==> src/rtl/booth_mult_pkg.sv <==
// Shared types and width helpers for the radix-4 Booth sequential multiplier.
package booth_mult_pkg;

   typedef enum logic [1:0] {IDLE, CALC, DONE} state_t;

   typedef enum logic [2:0] {D_ZERO, D_P1, D_P2, D_M1, D_M2} digit_t;

   // Operands are extended by two bits so unsigned values survive signed recoding.
   function automatic int ext_w(input int w);
      return w + 2;
   endfunction

   function automatic int acc_w(input int w);
      return 2 * w + 2;
   endfunction

   function automatic int ndig(input int w);
      return (w + 2) / 2;
   endfunction

endpackage

==> src/rtl/booth_r4_recoder.sv <==
// Radix-4 Booth recoder: 3-bit overlapping multiplier window to signed digit.
module booth_r4_recoder
   import booth_mult_pkg::*;
(
   input  logic [2:0] window,
   output digit_t     digit
);

   always_comb begin
      digit = D_ZERO;
      case (window)
         3'b001, 3'b010: digit = D_P1;
         3'b011:         digit = D_P2;
         3'b100:         digit = D_M2;
         3'b101, 3'b110: digit = D_M1;
         default:        digit = D_ZERO;
      endcase
   end

endmodule

==> src/rtl/booth_r4_seq_multiplier.sv <==
// Iterative radix-4 Booth multiplier, one digit per clock, valid/ready on both sides.
// Optional early termination when remaining digits are all zero: BOOTH_MULT_EARLY_TERM_EN.
module booth_r4_seq_multiplier
   import booth_mult_pkg::*;
#(
   parameter int WIDTH = 8
) (
   input  logic               clock,
   input  logic               reset,
   input  logic               in_valid,
   output logic               in_ready,
   input  logic [WIDTH-1:0]   a,
   input  logic [WIDTH-1:0]   b,
   input  logic               signed_mode,
   output logic               out_valid,
   input  logic               out_ready,
   output logic [2*WIDTH-1:0] product
);

   localparam int NDIG = ndig(WIDTH);
   localparam int EW   = ext_w(WIDTH);
   localparam int AW   = acc_w(WIDTH);
   localparam int CW   = $clog2(NDIG);

   state_t          state, state_nxt;
   logic [AW-1:0]   acc, acc_nxt, mcand, addend;
   logic [EW:0]     mplier, mplier_nxt;
   logic [EW-1:0]   a_ext, b_ext;
   logic [CW-1:0]   cnt;
   logic            cin, last;
   digit_t          digit;

   assign a_ext = signed_mode ? {{2{a[WIDTH-1]}}, a} : {2'b00, a};
   assign b_ext = signed_mode ? {{2{b[WIDTH-1]}}, b} : {2'b00, b};

   booth_r4_recoder u_recoder (
      .window (mplier[2:0]),
      .digit  (digit)
   );

   // Negative digits use one's complement plus carry-in to avoid a subtractor.
   always_comb begin
      addend = '0;
      cin    = 1'b0;
      case (digit)
         D_P1: addend = mcand;
         D_P2: addend = mcand << 1;
         D_M1: begin addend = ~mcand;        cin = 1'b1; end
         D_M2: begin addend = ~(mcand << 1); cin = 1'b1; end
         default: addend = '0;
      endcase
   end

   assign acc_nxt    = acc + addend + AW'(cin);
   assign mplier_nxt = {{2{mplier[EW]}}, mplier[EW:2]};

`ifdef BOOTH_MULT_EARLY_TERM_EN
   assign last = (cnt == CW'(NDIG - 1)) || (&mplier_nxt) || (~|mplier_nxt);
`else
   assign last = (cnt == CW'(NDIG - 1));
`endif

   assign in_ready = (state == IDLE);

   always_ff @(posedge clock or posedge reset) begin
      if (reset) state <= IDLE;
      else       state <= state_nxt;
   end

   always_comb begin
      state_nxt = state;
      case (state)
         IDLE:    if (in_valid)  state_nxt = CALC;
         CALC:    if (last)      state_nxt = DONE;
         DONE:    if (out_ready) state_nxt = IDLE;
         default: state_nxt = IDLE;
      endcase
   end

   always_ff @(posedge clock or posedge reset) begin
      if (reset) begin
         acc       <= '0;
         mcand     <= '0;
         mplier    <= '0;
         cnt       <= '0;
         product   <= '0;
         out_valid <= 1'b0;
      end else begin
         case (state)
            IDLE: if (in_valid) begin
               acc    <= '0;
               mcand  <= {{(AW-EW){a_ext[EW-1]}}, a_ext};
               mplier <= {b_ext, 1'b0};
               cnt    <= '0;
            end
            CALC: begin
               acc    <= acc_nxt;
               mcand  <= mcand << 2;
               mplier <= mplier_nxt;
               cnt    <= cnt + CW'(1);
               if (last) begin
                  product   <= acc_nxt[2*WIDTH-1:0];
                  out_valid <= 1'b1;
               end
            end
            DONE: if (out_ready) out_valid <= 1'b0;
            default: ;
         endcase
      end
   end

endmodule

==> config.mk <==
export PLATFORM = sky130hd
export DESIGN_NAME = booth_r4_seq_multiplier
export DESIGN_NICKNAME = d
export VERILOG_FILES = /design/src/rtl/booth_mult_pkg.sv /design/src/rtl/booth_r4_recoder.sv /design/src/rtl/booth_r4_seq_multiplier.sv
export SDC_FILE = /design/constraint.sdc
export NUM_CORES = 1
export LEC_CHECK = 0
export BUFFER_PORTS_ARGS = -buffer_cell sky130_fd_sc_hd__buf_4
export CAP_MARGIN = 20
export CELL_PAD_IN_SITES_DETAIL_PLACEMENT = 1
export CELL_PAD_IN_SITES_GLOBAL_PLACEMENT = 1
export CORE_MARGIN = 8
export CORE_UTILIZATION = 42
export DETAILED_ROUTE_END_ITERATION = 6
export PLACE_DENSITY = 0.77
export SLEW_MARGIN = 20
export SYNTH_ARGS = -nofsm -noshare
export SYNTH_HDL_FRONTEND = slang
export SYNTH_HIERARCHICAL = 1
export SYNTH_SLANG_ARGS = --single-unit
export TNS_END_PERCENT = 10
==> constraint.sdc <==
create_clock -name clock -period 3.4 [get_ports clock]
set_input_delay 0.68 -clock clock [delete_from_list [all_inputs] [get_ports clock]]
set_output_delay 0.68 -clock clock [all_outputs]
set_load 0.005 [all_outputs]
* Yosys cells after proc, flatten, opt, wreduce, memory -nomap -nowiden
Index checks and enable logic that the tools add are counted.
** Word-level totals
- Register bits :: 69
- Bits of input ports :: 21
- Output and inout port bits :: 18
- Logic and storage cells :: 61
** Operators by class
- Add/subtract/negate cells :: 3
- Equality and inequality tests :: 16
- Mux-type cells :: 20
- Bitwise operators :: 3
- Reductions and logical operators :: 11
** Operator list (number)
- $pmux 18 s2 :: 2
- $pmux 18 s4 :: 1
- $mux 18 :: 2
- $not 18->18 :: 2
- $pmux 11 s2 :: 1
- $mux 10 :: 2
- $add 18x1->18 :: 1
- $add 18x18->18 :: 1
- $eq 3x3->1 const B :: 5
- $eq 3x2->1 const B :: 4
- $pmux 3 s4 :: 1
- $mux 11 :: 1
- $reduce_and 3->1 :: 3
- $eq 3x1->1 const B :: 2
- $mux 2 :: 3
- $ne 2x2->1 const B :: 3
- $pmux 2 s3 :: 1
- $pmux 3 s2 :: 1
- $reduce_or 2->1 :: 3
- $reduce_and 2->1 :: 2
- $reduce_bool 2->1 :: 2
- $add 3x1->3 const B :: 1
- $mux 1 :: 3
- $mux 3 :: 1
- 5 further kinds :: 5

* Logic depth before layout (Yosys ltp)
- Depth after elaboration :: 8
- Mapped depth :: 16
- Depth with buffers taken out :: 14

* By module
The synthesis kept the hierarchy.
** By module, submodules not included
- booth_r4_seq_multiplier :: instances 1, cells each 387, area each 3804.9 um^2, sequential area each 1626.6 um^2
- booth_r4_recoder :: instances 1, cells each 4, area each 33.8 um^2, sequential area each 0.0 um^2

* Least setup slack after synthesis
No wires, ideal clock.
- Path type :: reg-to-reg
- Start point :: register mplier[0]
- End point :: register product[10]
- Setup time :: 0.125 ns
- Arrival :: 3.221 ns
- Data required time :: 3.275 ns
- Slack :: 0.055 ns
- Stages on the path, launching flop included :: 17
- Path buffers :: 2
- Clock period less this slack :: 3.345 ns
- Cell sequence :: dfrtp_1 -> and3b_2 -> a21o_1 -> buf_4 -> buf_2 -> xor2_1 -> a22oi_1 -> fa_1 -> inv_1 -> fa_1 -> a21oi_1 -> o21ai_2 -> a21oi_2 -> o21ai_1 -> a21o_1 -> xor2_1 -> mux2_2
** On the way
- Longest elaborated chain between the ends :: 7
- Elaborated cells between the ends (all ways) :: 18
- Those cells by class :: add/sub (2); eq/ne (10); mux (3); reduce/logical (3)
** RTL lines
- start, declared :: RTL line booth_r4_seq_multiplier.sv:27 : logic [EW:0] mplier, mplier_nxt;
- start signal, assigned :: RTL line booth_r4_seq_multiplier.sv:93 : mplier <= {b_ext, 1'b0};
- start signal, assigned :: RTL line booth_r4_seq_multiplier.sv:99 : mplier <= mplier_nxt;
- $eq 3x3->1 (tied with other cells) :: RTL line booth_r4_recoder.sv:11 : case (window)
- $reduce_or 2->1 :: RTL line booth_r4_recoder.sv:11
- $pmux 3 s4 * :: RTL line booth_r4_recoder.sv:11
- net digit[1] :: RTL line booth_r4_seq_multiplier.sv:31 : digit_t digit;
- $eq 3x3->1 (tied with other cells) :: RTL line booth_r4_seq_multiplier.sv:45 : case (digit)
- $pmux 18 s4 / $reduce_or 2->1 (equally long branches)
- $add 18x18->18 / $mux 1 (equally long branches) :: RTL line booth_r4_seq_multiplier.sv:54, booth_r4_seq_multiplier.sv:45
- $add 18x1->18 * :: RTL line booth_r4_seq_multiplier.sv:54 : assign acc_nxt = acc + addend + AW'(cin);
- end signal, assigned :: RTL line booth_r4_seq_multiplier.sv:102 : product <= acc_nxt[2*WIDTH-1:0];
- end, declared :: RTL line booth_r4_seq_multiplier.sv:17 : output logic [2*WIDTH-1:0] product
The timed path passes the listed nets; every way through them passes the cells marked *.
A chain may end at the register's enable or synchronous reset.

* Worst setup path after layout
- Start point :: register mplier[0]
- End point :: register product[12]
The elaborated chain is that of the path after synthesis.

==> impl_metrics.csv <==
group,metric,value,unit
detailed_routing,wl_per_cell,18.7,um
power,p_sw,2.51,mW
power,p_int,3.03,mW
setup_path,crit_fanout,11,
clock_tree,clock_sinks,65,
clock_tree,cts_buffers,9,
synthesis,avgSynthCellArea,9.82,um2
timing,finalSetupViolations,0,
grt,grt_pass1_vias,3419,
detailed_routing,drtPass1Iterations,4,
setup_path,critPathLaunchType,"flop",
clock_tree,htree_levels,3,
detailed_routing,vias,3165,
placement,postPlaceCellArea,4260,um2
detailed_routing,drtIter0Drc,104,
setup_path,path_buf_inv,1,
timing,max_slew.worst_pin.slew,0.884,ns
clock_tree,hold_buffers,0,
synthesis,synth-seq-cells,65,
clock_tree,cts_root_buffer,"clkbuf_8",
setup_path,crit_type,"flop to flop",
clock_tree,clkTransAtPathRegs,0.06,ns
power,p_clk_share,10.0,%
timing,fin_ws,0.105,ns
cells_and_area,syn2layout_area_growth,17.9,%
synthesis,async_flop_share,100,%
timing,period_needed,3.30,ns
cells_and_area,layout-drive-gt1-share,23.7,%
setup_path,cp_data_required_time,3.60,ns
grt,grt_max_degree,35,
synthesis,synth_cell_types,46,
die,die_area,12500,um2
synthesis,synth_area,3840,um2
grt,grt.total_usage,16.5,%
setup_path,r2r_cells,13,
cells_and_area,design_area,4530,um2
placement,dp_slack,-0.0407,ns
setup_path,cpMostUsedCell,"o21ai_1",
synthesis,yosysWarnings,6,
setup_path,crit-reg2reg-launch,"mplier[0]",
power,p_leak,2.22,nW
setup_path,r2r_setup_slack,0.10,ns
cells_and_area,fin_cells,541,
grt,grt_pass1_wl,16.9,mm
synthesis,synth_most_common_cell,"dfrtp_1",
setup_path,max_stage_delay,0.44,ns
power,power_frac_seq,26.3,%
setup_path,crit_arrival,3.49,ns
placement,dpl.cell_count,526,
min_path,hp-class,"input pin to async pin",
setup_path,cp_top_family,"compound AO/OA/AOI/OAI gates",
detailed_routing,drtAntennaViolNets,0,
setup_path,worst_path_max_delay_cell,"dfrtp_2",
die,coreArea,9060,um2
timing,clock.fmax,303,MHz
die,fp.dieH,112,um
grt,antenna_found_initial,0,
synthesis,yosys-top-cells-count,"65 x dfrtp_1, 41 x nand2_1, 24 x o21ai_0, 24 x xor2_1, 21 x a21oi_1",
cells_and_area,nNetsFinal,467,
die,start_util,42.3,%
power,ir_drop,0.462,mV
synthesis,synth_area_leaders,"dfrtp_1 42%, xor2_1 5.5%, ha_1 5.2%",
detailed_routing,drt-total-wl,10.1,mm
timing,skew,0.00546,ns
setup_path,path_cells,"and3b_2 -> a21o_4 -> and2b_2 -> buf_4 -> a22oi_2 -> o22ai_2 -> ha_1 -> a21o_1 -> a2111oi_4 -> o21ai_1 -> a31oi_1 -> xor2_1 -> o21ai_1",
power,swShare,45.3,%
setup_path,end_kind,"flop",
die,die_w,112,um
cells_and_area,fin_util,49.9,%
synthesis,synth_area_leader_cell,"dfrtp_1",
clock_tree,worst_skew_pair.late_latency,0.35,ns
timing,hold_viol,0,
die,rows,35,
placement,dp_hpwl,7.11,mm
placement,port_buffers,38,
timing,fin_crit_sh,96.9,%
setup_path,worstReg2RegEnd,"product[12]",
run_status,status,"complete, no violations",
timing,relSlewSlack,40.9,%
synthesis,synth_cells,391,
power,p_per_area,1220,nW/um2
synthesis,synth_nets,430,
grt,grt_overflow_total,0,
timing,drv_slew,0,
clock_tree,clockBufferDepth,2,
placement,place_congestion,0.859,
timing,rsz0062_at_grt,"yes",
synthesis,synthFlopType,"dfrtp_1",
clock_tree,cts_tree,"built",
power,finalPower,5.54,mW
detailed_routing,vias_per_cell,5.85,
synthesis,ys_seq_area_share,42.4,%
detailed_routing,drc,0,
cells_and_area,diodes,0,
synthesis,synth_edf_count,0,
power,p_comb_share,63.7,%
flow_run,maxCapViolations,0,
die,ioPinCount,39,
synthesis,synth_top_area_share,42.4,%
-- registers in the layout, summed over array words and instances (netlist names) --
register	cells
product	16
state	2
mcand	16
acc	16
cnt	3
mplier	11
out_valid	1
-- timing repair --
item / in CTS / in global routing
gates resized for setup: 6 / 17
endpoints found under the setup margin: 3 / 15
setup buffers: 0 / 2
pin swaps: 2 / 6
-- cells in the final DEF, fill, tap and decap left out, types with 3 or more instances in the layout --
cell type | synthesis | final
ha_2 | 0 | 3
a21oi_1 | 21 | 19
ha_1 | 16 | 13
xnor2_1 | 9 | 9
a21oi_2 | 3 | 4
inv_1 | 6 | 5
a22o_1 | 13 | 13
nor2b_1 | 5 | 5
o22ai_1 | 15 | 13
a221o_1 | 8 | 8
nand2_1 | 41 | 41
nand3_1 | 4 | 4
o21ai_0 | 24 | 23
nor2_1 | 9 | 8
a22oi_1 | 19 | 18
mux2_2 | 9 | 9
o21a_1 | 3 | 3
and3b_1 | 13 | 13
nand2b_1 | 6 | 6
a21o_1 | 8 | 7
xor2_1 | 24 | 23
a31oi_1 | 7 | 6
dfrtp_1 | 65 | 63
o21ai_1 | 13 | 14
clkbuf_8 | 0 | 10
buf_4 | 3 | 52
-- area by class of cell --
class / count / area [um2]
Clock inverter: 1 / 5.00
Sequential cell: 65 / 1630
Tap cell: 111 / 139
Clock buffer: 12 / 145
Timing Repair Buffer: 55 / 433
Inverter: 6 / 22.5
Multi-Input combinational cell: 291 / 2150
Fill cell: 1024 / 4540
-- cells by family (layout without fill, tap and decap cells) --
logic type	after synthesis	after routing	synth area share (%)
buffers and inverters	35	74	4.11
adder cells (fa/ha/maj)	18	18	6.26
AND/OR/NAND/NOR	86	86	11.7
AO/OA/AOI/OAI	143	143	24.9
XOR/XNOR	33	33	7.53
flip-flops	65	65	42.4
multiplexers	11	11	3.16
-- through the flow --
stage / TNS, ns / hold slack, ns
3_3_place_gp: 0 / 0.465
6_report: 0 / 0.419
4_1_cts: 0 / 0.444
3_5_place_dp: -0.0742 / 0.478
5_1_grt: -0.347 / 0.476
2_1_floorplan: 0 / 0.450
-- metal layers --
metal	share of wire [%]	up-vias	track usage [%]
li1	-	1496	-
met1	44	1596	18.8
met2	50	48	28.8
met3	2.7	25	3.95
met4	3.0	0	7.57
met5	0	-	0
-- power groups by stage --
| stage | Clock, mW | Combinational, mW | Sequential (mW) |
|---|---|---|---|
| 3_5_place_dp | 0 | 3.30 | 1.46 |
| 2_1_floorplan | 0 | 2.45 | 1.38 |
| 6_report | 0.553 | 3.52 | 1.46 |
| 4_1_cts | 0.568 | 3.38 | 1.45 |
| 3_3_place_gp | 0 | 3.17 | 1.44 |
| 5_1_grt | 0.594 | 3.91 | 1.50 |
-- worst max-delay path by stage --
| stage | cells past startpoint | end | startpoint |
|---|---|---|---|
| after floorplan | 16 | product[10] | mplier[0] |
| after global placement | 13 | product[10] | mplier[1] |
| after detailed placement | 13 | product[12] | mplier[1] |
| after CTS | 14 | product[10] | mplier[1] |
| after global routing | 13 | product[12] | mplier[2] |
| final | 13 | product[12] | mplier[0] |
Power figures use the tool's default switching activity.
